## config.mk

```make
export PLATFORM = sky130hd
export DESIGN_NAME = branch_redirect_arb
export DESIGN_NICKNAME = d
export VERILOG_FILES = /design/src/rtl/branch_redirect_arb_pkg.sv /design/src/rtl/branch_redirect_arb_select.sv /design/src/rtl/branch_redirect_arb.sv
export SDC_FILE = /design/constraint.sdc
export NUM_CORES = 1
export LEC_CHECK = 0
export BUFFER_PORTS_ARGS = -buffer_cell sky130_fd_sc_hd__buf_4
export CAP_MARGIN = 10
export CORE_MARGIN = 4
export CORE_UTILIZATION = 47
export CTS_BUF_LIST = sky130_fd_sc_hd__clkbuf_16
export DETAILED_ROUTE_END_ITERATION = 10
export GPL_ROUTABILITY_DRIVEN = 0
export PLACE_DENSITY = 0.79
export SYNTH_ARGS = -nofsm -noshare
export SYNTH_HDL_FRONTEND = slang
export SYNTH_SLANG_ARGS = --single-unit
```

## constraint.sdc

```tcl
create_clock -name clk -period 10.9 [get_ports clk]
set_clock_uncertainty 0.2 [all_clocks]
set_input_delay 2.18 -clock clk [delete_from_list [all_inputs] [get_ports clk]]
set_output_delay 2.18 -clock clk [all_outputs]
set_load 0.02 [all_outputs]
```

## src/rtl/branch_redirect_arb_pkg.sv

```systemverilog
// Shared types and helpers for picking the oldest ROB-ordered request.
// The ROB and LSU redirect paths use the same definitions.
package branch_redirect_arb_pkg;

   localparam int DEF_IDX_W   = 6;
   localparam int DEF_VADDR_W = 39;
   // All age compares are done at this width, so any IDX_W up to 32 can share one function.
   localparam int AGE_W       = 32;

   typedef enum logic {
      ST_IDLE = 1'b0,
      ST_PEND = 1'b1
   } arb_state_e;

   // One redirect request at the default widths.
   typedef struct packed {
      logic                   dir;
      logic [DEF_IDX_W-1:0]   idx;
      logic [DEF_VADDR_W-1:0] target;
   } redirect_req_t;

   // True when a is strictly older than b. A differing wrap bit means the ROB
   // pointer has wrapped between them, so the larger index is the older one.
   function automatic logic is_older(input logic             a_dir,
                                     input logic [AGE_W-1:0] a_idx,
                                     input logic             b_dir,
                                     input logic [AGE_W-1:0] b_idx);
      return (a_dir == b_dir) ? (a_idx < b_idx) : (a_idx > b_idx);
   endfunction

endpackage

```

## src/rtl/branch_redirect_arb_select.sv

```systemverilog
// Combinational ALU_NUM-to-1 oldest-candidate selector.
// On equal age the lower port number wins.
module redirect_select
   import branch_redirect_arb_pkg::*;
#(
   parameter int ALU_NUM = 4,
   parameter int IDX_W   = DEF_IDX_W,
   parameter int VADDR_W = DEF_VADDR_W
) (
   input  logic [ALU_NUM-1:0]         i_cand,
   input  logic [ALU_NUM-1:0]         i_dir,
   input  logic [ALU_NUM*IDX_W-1:0]   i_idx,
   input  logic [ALU_NUM*VADDR_W-1:0] i_target,
   output logic                       o_valid,
   output logic                       o_dir,
   output logic [IDX_W-1:0]           o_idx,
   output logic [VADDR_W-1:0]         o_target
);

   logic               w_valid;
   logic               w_dir;
   logic [IDX_W-1:0]   w_idx;
   logic [VADDR_W-1:0] w_target;

   // Scan the ports in order; a later port only wins if it is strictly older.
   always_comb begin
      // NOTE: every output of a combinational block gets a default first, so no path can infer a latch.
      w_valid  = 1'b0;
      w_dir    = 1'b0;
      w_idx    = '0;
      w_target = '0;
      for (int i = 0; i < ALU_NUM; i++) begin
         if (i_cand[i] &&
             (!w_valid ||
              is_older(i_dir[i], AGE_W'(i_idx[i*IDX_W +: IDX_W]), w_dir, AGE_W'(w_idx)))) begin
            w_valid  = 1'b1;
            w_dir    = i_dir[i];
            w_idx    = i_idx[i*IDX_W +: IDX_W];
            w_target = i_target[i*VADDR_W +: VADDR_W];
         end
      end
   end

   assign o_valid  = w_valid;
   assign o_dir    = w_dir;
   assign o_idx    = w_idx;
   assign o_target = w_target;

endmodule

```

## src/rtl/branch_redirect_arb.sv

```systemverilog
// Branch mispredict redirect arbiter: picks the oldest mispredicting ALU
// result, holds it as a redirect until the frontend takes it, and fences off
// younger results that the accepted redirect has already squashed.
module branch_redirect_arb
   import branch_redirect_arb_pkg::*;
#(
   parameter int ALU_NUM = 4,
   parameter int IDX_W   = DEF_IDX_W,
   parameter int VADDR_W = DEF_VADDR_W
) (
   input  logic                       clk,
   input  logic                       rst,
   input  logic [ALU_NUM-1:0]         br_valid,
   input  logic [ALU_NUM-1:0]         br_error,
   input  logic [ALU_NUM-1:0]         br_rob_dir,
   input  logic [ALU_NUM*IDX_W-1:0]   br_rob_idx,
   input  logic [ALU_NUM*VADDR_W-1:0] br_target,
   input  logic                       flush,
   input  logic                       redirect_ready,
   output logic                       redirect_valid,
   output logic                       redirect_rob_dir,
   output logic [IDX_W-1:0]           redirect_rob_idx,
   output logic [VADDR_W-1:0]         redirect_target,
   output logic [15:0]                redirect_cnt
);

   arb_state_e         r_state;
   arb_state_e         w_state_nxt;
   logic               r_dir;
   logic [IDX_W-1:0]   r_idx;
   logic [VADDR_W-1:0] r_target;
   logic               r_fence_valid;
   logic               r_fence_dir;
   logic [IDX_W-1:0]   r_fence_idx;
   logic [15:0]        r_cnt;

   logic               w_sel_valid;
   logic               w_sel_dir;
   logic [IDX_W-1:0]   w_sel_idx;
   logic [VADDR_W-1:0] w_sel_target;
   logic               w_accept;
   logic               w_hs;
   logic               w_load;
   logic               w_count;

   redirect_select #(
      .ALU_NUM (ALU_NUM),
      .IDX_W   (IDX_W),
      .VADDR_W (VADDR_W)
   ) u_select (
      .i_cand   (br_valid & br_error),
      .i_dir    (br_rob_dir),
      .i_idx    (br_rob_idx),
      .i_target (br_target),
      .o_valid  (w_sel_valid),
      .o_dir    (w_sel_dir),
      .o_idx    (w_sel_idx),
      .o_target (w_sel_target)
   );

   // Next state and load/count strobes; flush overrides everything this cycle.
   always_comb begin
      w_state_nxt = r_state;
      w_load      = 1'b0;
      w_hs        = (r_state == ST_PEND) && redirect_ready;
      w_count     = w_hs && !flush;
      w_accept    = w_sel_valid &&
                    (!r_fence_valid ||
                     is_older(w_sel_dir, AGE_W'(w_sel_idx), r_fence_dir, AGE_W'(r_fence_idx)));
      if (flush) begin
         w_state_nxt = ST_IDLE;
      end else begin
         case (r_state)
            ST_IDLE: begin
               if (w_accept) begin
                  w_load      = 1'b1;
                  w_state_nxt = ST_PEND;
               end
            end
            ST_PEND: begin
               if (w_accept && is_older(w_sel_dir, AGE_W'(w_sel_idx), r_dir, AGE_W'(r_idx))) begin
                  w_load = 1'b1;
               end else if (w_hs) begin
                  w_state_nxt = ST_IDLE;
               end
            end
            default: w_state_nxt = ST_IDLE;
         endcase
      end
   end

   // State register.
   always_ff @(posedge clk) begin
      // NOTE: sequential state uses non-blocking assignment so every flop samples pre-edge values.
      if (rst) r_state <= ST_IDLE;
      else     r_state <= w_state_nxt;
   end

   // Payload, fence and accepted-redirect counter.
   always_ff @(posedge clk) begin
      if (rst) begin
         r_dir         <= 1'b0;
         r_idx         <= '0;
         r_target      <= '0;
         r_fence_valid <= 1'b0;
         r_fence_dir   <= 1'b0;
         r_fence_idx   <= '0;
         r_cnt         <= '0;
      end else begin
         if (w_load) begin
            r_dir    <= w_sel_dir;
            r_idx    <= w_sel_idx;
            r_target <= w_sel_target;
         end
         if (flush) begin
            r_fence_valid <= 1'b0;
         end else if (w_hs) begin
            r_fence_valid <= 1'b1;
            r_fence_dir   <= r_dir;
            r_fence_idx   <= r_idx;
         end
         if (w_count && (r_cnt != 16'hFFFF)) r_cnt <= r_cnt + 16'd1;
      end
   end

   assign redirect_valid   = (r_state == ST_PEND);
   assign redirect_rob_dir = r_dir;
   assign redirect_rob_idx = r_idx;
   assign redirect_target  = r_target;
   assign redirect_cnt     = r_cnt;

endmodule

```

==> flow_metrics.env <==
export IMPL_critPathMaxStageDelay_ps=410
export IMPL_ys_top_cells_by_area="dfxtp_1 28%, mux2i_1 8.4%, ha_1 6.9%"
export IMPL_clockPowerShare=0.319
export IMPL_endpoint_kind="flop"
export IMPL_ys_ff_latch=71
export IMPL_p_int_uw=605
export IMPL_rsz0062_at_grt="no"
export IMPL_floorplan_rows=37
export IMPL_routedWlPerCell_um=19.0
export IMPL_synth_top_area_frac=0.278
export IMPL_drtPass1Iterations=7
export IMPL_p_leak_uw=0.00337
export IMPL_ctsHoldBuffers=0
export IMPL_clkSlewWorstSetupHoldPaths_ps=60
export IMPL_yosys_most_used_dff="dfxtp_1"
export IMPL_synth_distinct_cells=60
export IMPL_fin_total_pwr_uw=914
export IMPL_layout_drive_gt1_share=0.341
export IMPL_vdd_ir_drop_max_mv=0.0949
export IMPL_p_sw_uw=309
export IMPL_seqPwrFrac=0.321
export IMPL_hold_viol_final=0
export IMPL_cts_sinks=71
export IMPL_setup_viol=0
export IMPL_num_io_pins=259
export IMPL_critPathRequiredTime_ps=10940
export IMPL_crit_path_top_delay_cell="mux2_1"
export IMPL_drtIter0Drc=442
export IMPL_synth_async_reset_ratio=0
export IMPL_grt_usage=0.284
export IMPL_cellPowerDensity_nw_per_um2=123
export IMPL_finalCritPeriodShare=0.946
export IMPL_clk_latency_ps=320
export IMPL_syn_inst=646
export IMPL_critical_path_class="primary input to flop"
export IMPL_start_util=0.489
export IMPL_report_final_slew_viol_count=0
export IMPL_final_nets=1107
export IMPL_final_setup_tns_ps=0
export IMPL_hp_class="flop to flop"
export IMPL_yosysMostFrequentCell="nand2_1"
export IMPL_numCtsBuffers=9
export IMPL_cp_arrival_ps=10350
export IMPL_synth_largest_area_cell="dfxtp_1"
export IMPL_synthesis_nets=870
export IMPL_comb_power_share=0.360
export IMPL_grt_max_degree=45
export IMPL_drv_cap=0
export IMPL_dp_hpwl_mm=15.3
export IMPL_ys_seq_area_frac=0.278
export IMPL_worstMarginPinSlew_ps=654
export IMPL_io_buffers=258
export IMPL_multi_input_area_um2=3460
export IMPL_h_tree_depth=3
export IMPL_core_um2=10500
export IMPL_wirelength_mm=19.4
export IMPL_route_vias_total=5867
export IMPL_grt_pass1_vias=5659
export IMPL_crit_path_max_fanout=38
export IMPL_status="complete, no violations"
export IMPL_root_buffer="clkbuf_16"
export IMPL_crit_top_cell="ha_1"
export IMPL_chipHeight_um=112
export IMPL_post_cts_buffers=0
export IMPL_synth_commonest_cells="87 x nand2_1, 71 x dfxtp_1, 65 x a21oi_1, 49 x and3_1, 48 x o21ai_0"
export IMPL_die_w_um=112
export IMPL_period_needed_ps=10310
export IMPL_ys_warn_count=0
export IMPL_n_antenna_cell=0
export IMPL_grt_first_pass_wirelength_mm=29.2
export IMPL_clock_fmax_mhz=97.0
export IMPL_avgSynthCellArea_um2=7.92
export IMPL_final_antenna_net_count=0
export IMPL_antenna_found_initial=0
export IMPL_synth_edff_count=0
export IMPL_syn_area_um2=5110
export IMPL_swShare=0.338
export IMPL_cts_tree="done"
export IMPL_slew_headroom=0.564
export IMPL_clockBufferDepth=2
export IMPL_viasPerCell=5.73
export IMPL_critPathLaunchType="primary input"
export IMPL_die_area_um2=12600
export IMPL_seqCellArea_um2=1420
export IMPL_area_growth_pct=45.7
export IMPL_drc=0
export IMPL_fillerInstances=864
export IMPL_overflow=0
flip-flops by register name (all words and copies together), names as in the netlist:
signal,cells
redirect_target,39
redirect_cnt,16
r_fence_idx,6
redirect_rob_idx,6
r_fence_dir,1
r_fence_valid,1
redirect_rob_dir,1
redirect_valid,1
worst paths after layout:
| check | cells after the start | slack (ps) | from | endpoint |
|---|---|---|---|---|
| worst min-delay path | 2 | 260 | r_fence_idx[3]$_SDFFE_PP0P_ | r_fence_idx[3]$_SDFFE_PP0P_ |
| worst max register to register | 13 | 7930 | redirect_rob_idx[3]$_SDFFE_PP0P_ | redirect_target[23]$_SDFFE_PP0P_ |
| worst max-delay path | 39 | 590 | br_valid[0] | redirect_target[23]$_SDFFE_PP0P_ |
| worst min register to register | 2 | 260 | r_fence_idx[3]$_SDFFE_PP0P_ | r_fence_idx[3]$_SDFFE_PP0P_ |
critical path: cells and delay by family:
kind | cells | cell delay (ps)
AOI/OAI and AO/OA | 20 | 4240
adders and majority gates | 4 | 1230
buffers and inverters | 5 | 850
muxes | 2 | 600
and+or+nand+nor | 8 | 1200
cells in the final DEF (no fill, tap or decap), types with 3 or more instances in the layout:
cell	count
nand4_1	8
buf_4	263
mux2i_1	43
o2bb2ai_1	39
a211o_1	3
o21ai_0	48
a21oi_1	64
a31oi_1	4
and3_1	49
nor2b_1	6
a211oi_1	6
dfxtp_1	71
xnor2_1	4
nand2_1	87
inv_1	28
mux2_1	5
a21o_1	4
xor2_1	13
mux2_2	3
nor3_1	6
nand3_1	11
nor2_1	28
a22o_1	5
ha_1	28
clkbuf_16	9
stage by stage:
step / std cells / utilization / worst slack, ps / hold WS, ps / instance area [um2]
final: 1024 / 0.712 / 593 / 259 / 7450
after global routing: 1024 / 0.712 / 41.3 / 278 / 7450
after detailed placement: 1007 / 0.680 / 29.4 / 248 / 7120
after CTS: 1023 / 0.709 / 283 / 259 / 7410
after global placement: 1007 / 0.680 / 504 / 246 / 7120
after floorplan: 646 / - / 1190 / 236 / 5110
logic make-up (layout without fill, tap and decap cells):
group	count (synthesis)	count (layout)	share of synthesized area
flip-flops	71	71	0.278
AO/OA/AOI/OAI	199	199	0.256
XOR/XNOR	18	18	0.0323
AND/OR/NAND/NOR	211	212	0.201
buffers and inverters	67	308	0.0580
multiplexers	52	52	0.106
adder cells (fa/ha/maj)	28	28	0.0685
layout make-up:
type | count | area share
Timing Repair Buffer | 265 | 0.268
Clock inverter | 7 | 0.00958
Clock buffer | 9 | 0.0302
Tap cell | 136 | 0.0228
Inverter | 27 | 0.0136
Multi-Input combinational cell | 509 | 0.465
Sequential cell | 71 | 0.191
power groups by stage:
| stage | Clock, uW | Combinational [uW] | Sequential, uW |
|---|---|---|---|
| finish | 292 | 329 | 293 |
| global route | 310 | 355 | 296 |
| CTS | 298 | 322 | 293 |
| detailed placement | 0 | 320 | 298 |
| global placement | 0 | 311 | 298 |
| floorplan | 0 | 162 | 320 |
metal layers:
layer	global-route usage	vias to the layer above	part of all wire
li1	-	2830	-
met5	0	-	0
met3	0.0620	55	0.076
met1	0.337	2731	0.40
met4	0.101	0	0.036
met2	0.503	251	0.49
repair_timing:
| action | in CTS | in global routing |
|---|---|---|
| setup endpoints to repair | 0 | 40 |
| endpoints found under the hold margin | 0 | 0 |
| gates resized for setup | 0 | 5 |
(Power assumes the default switching activity.)
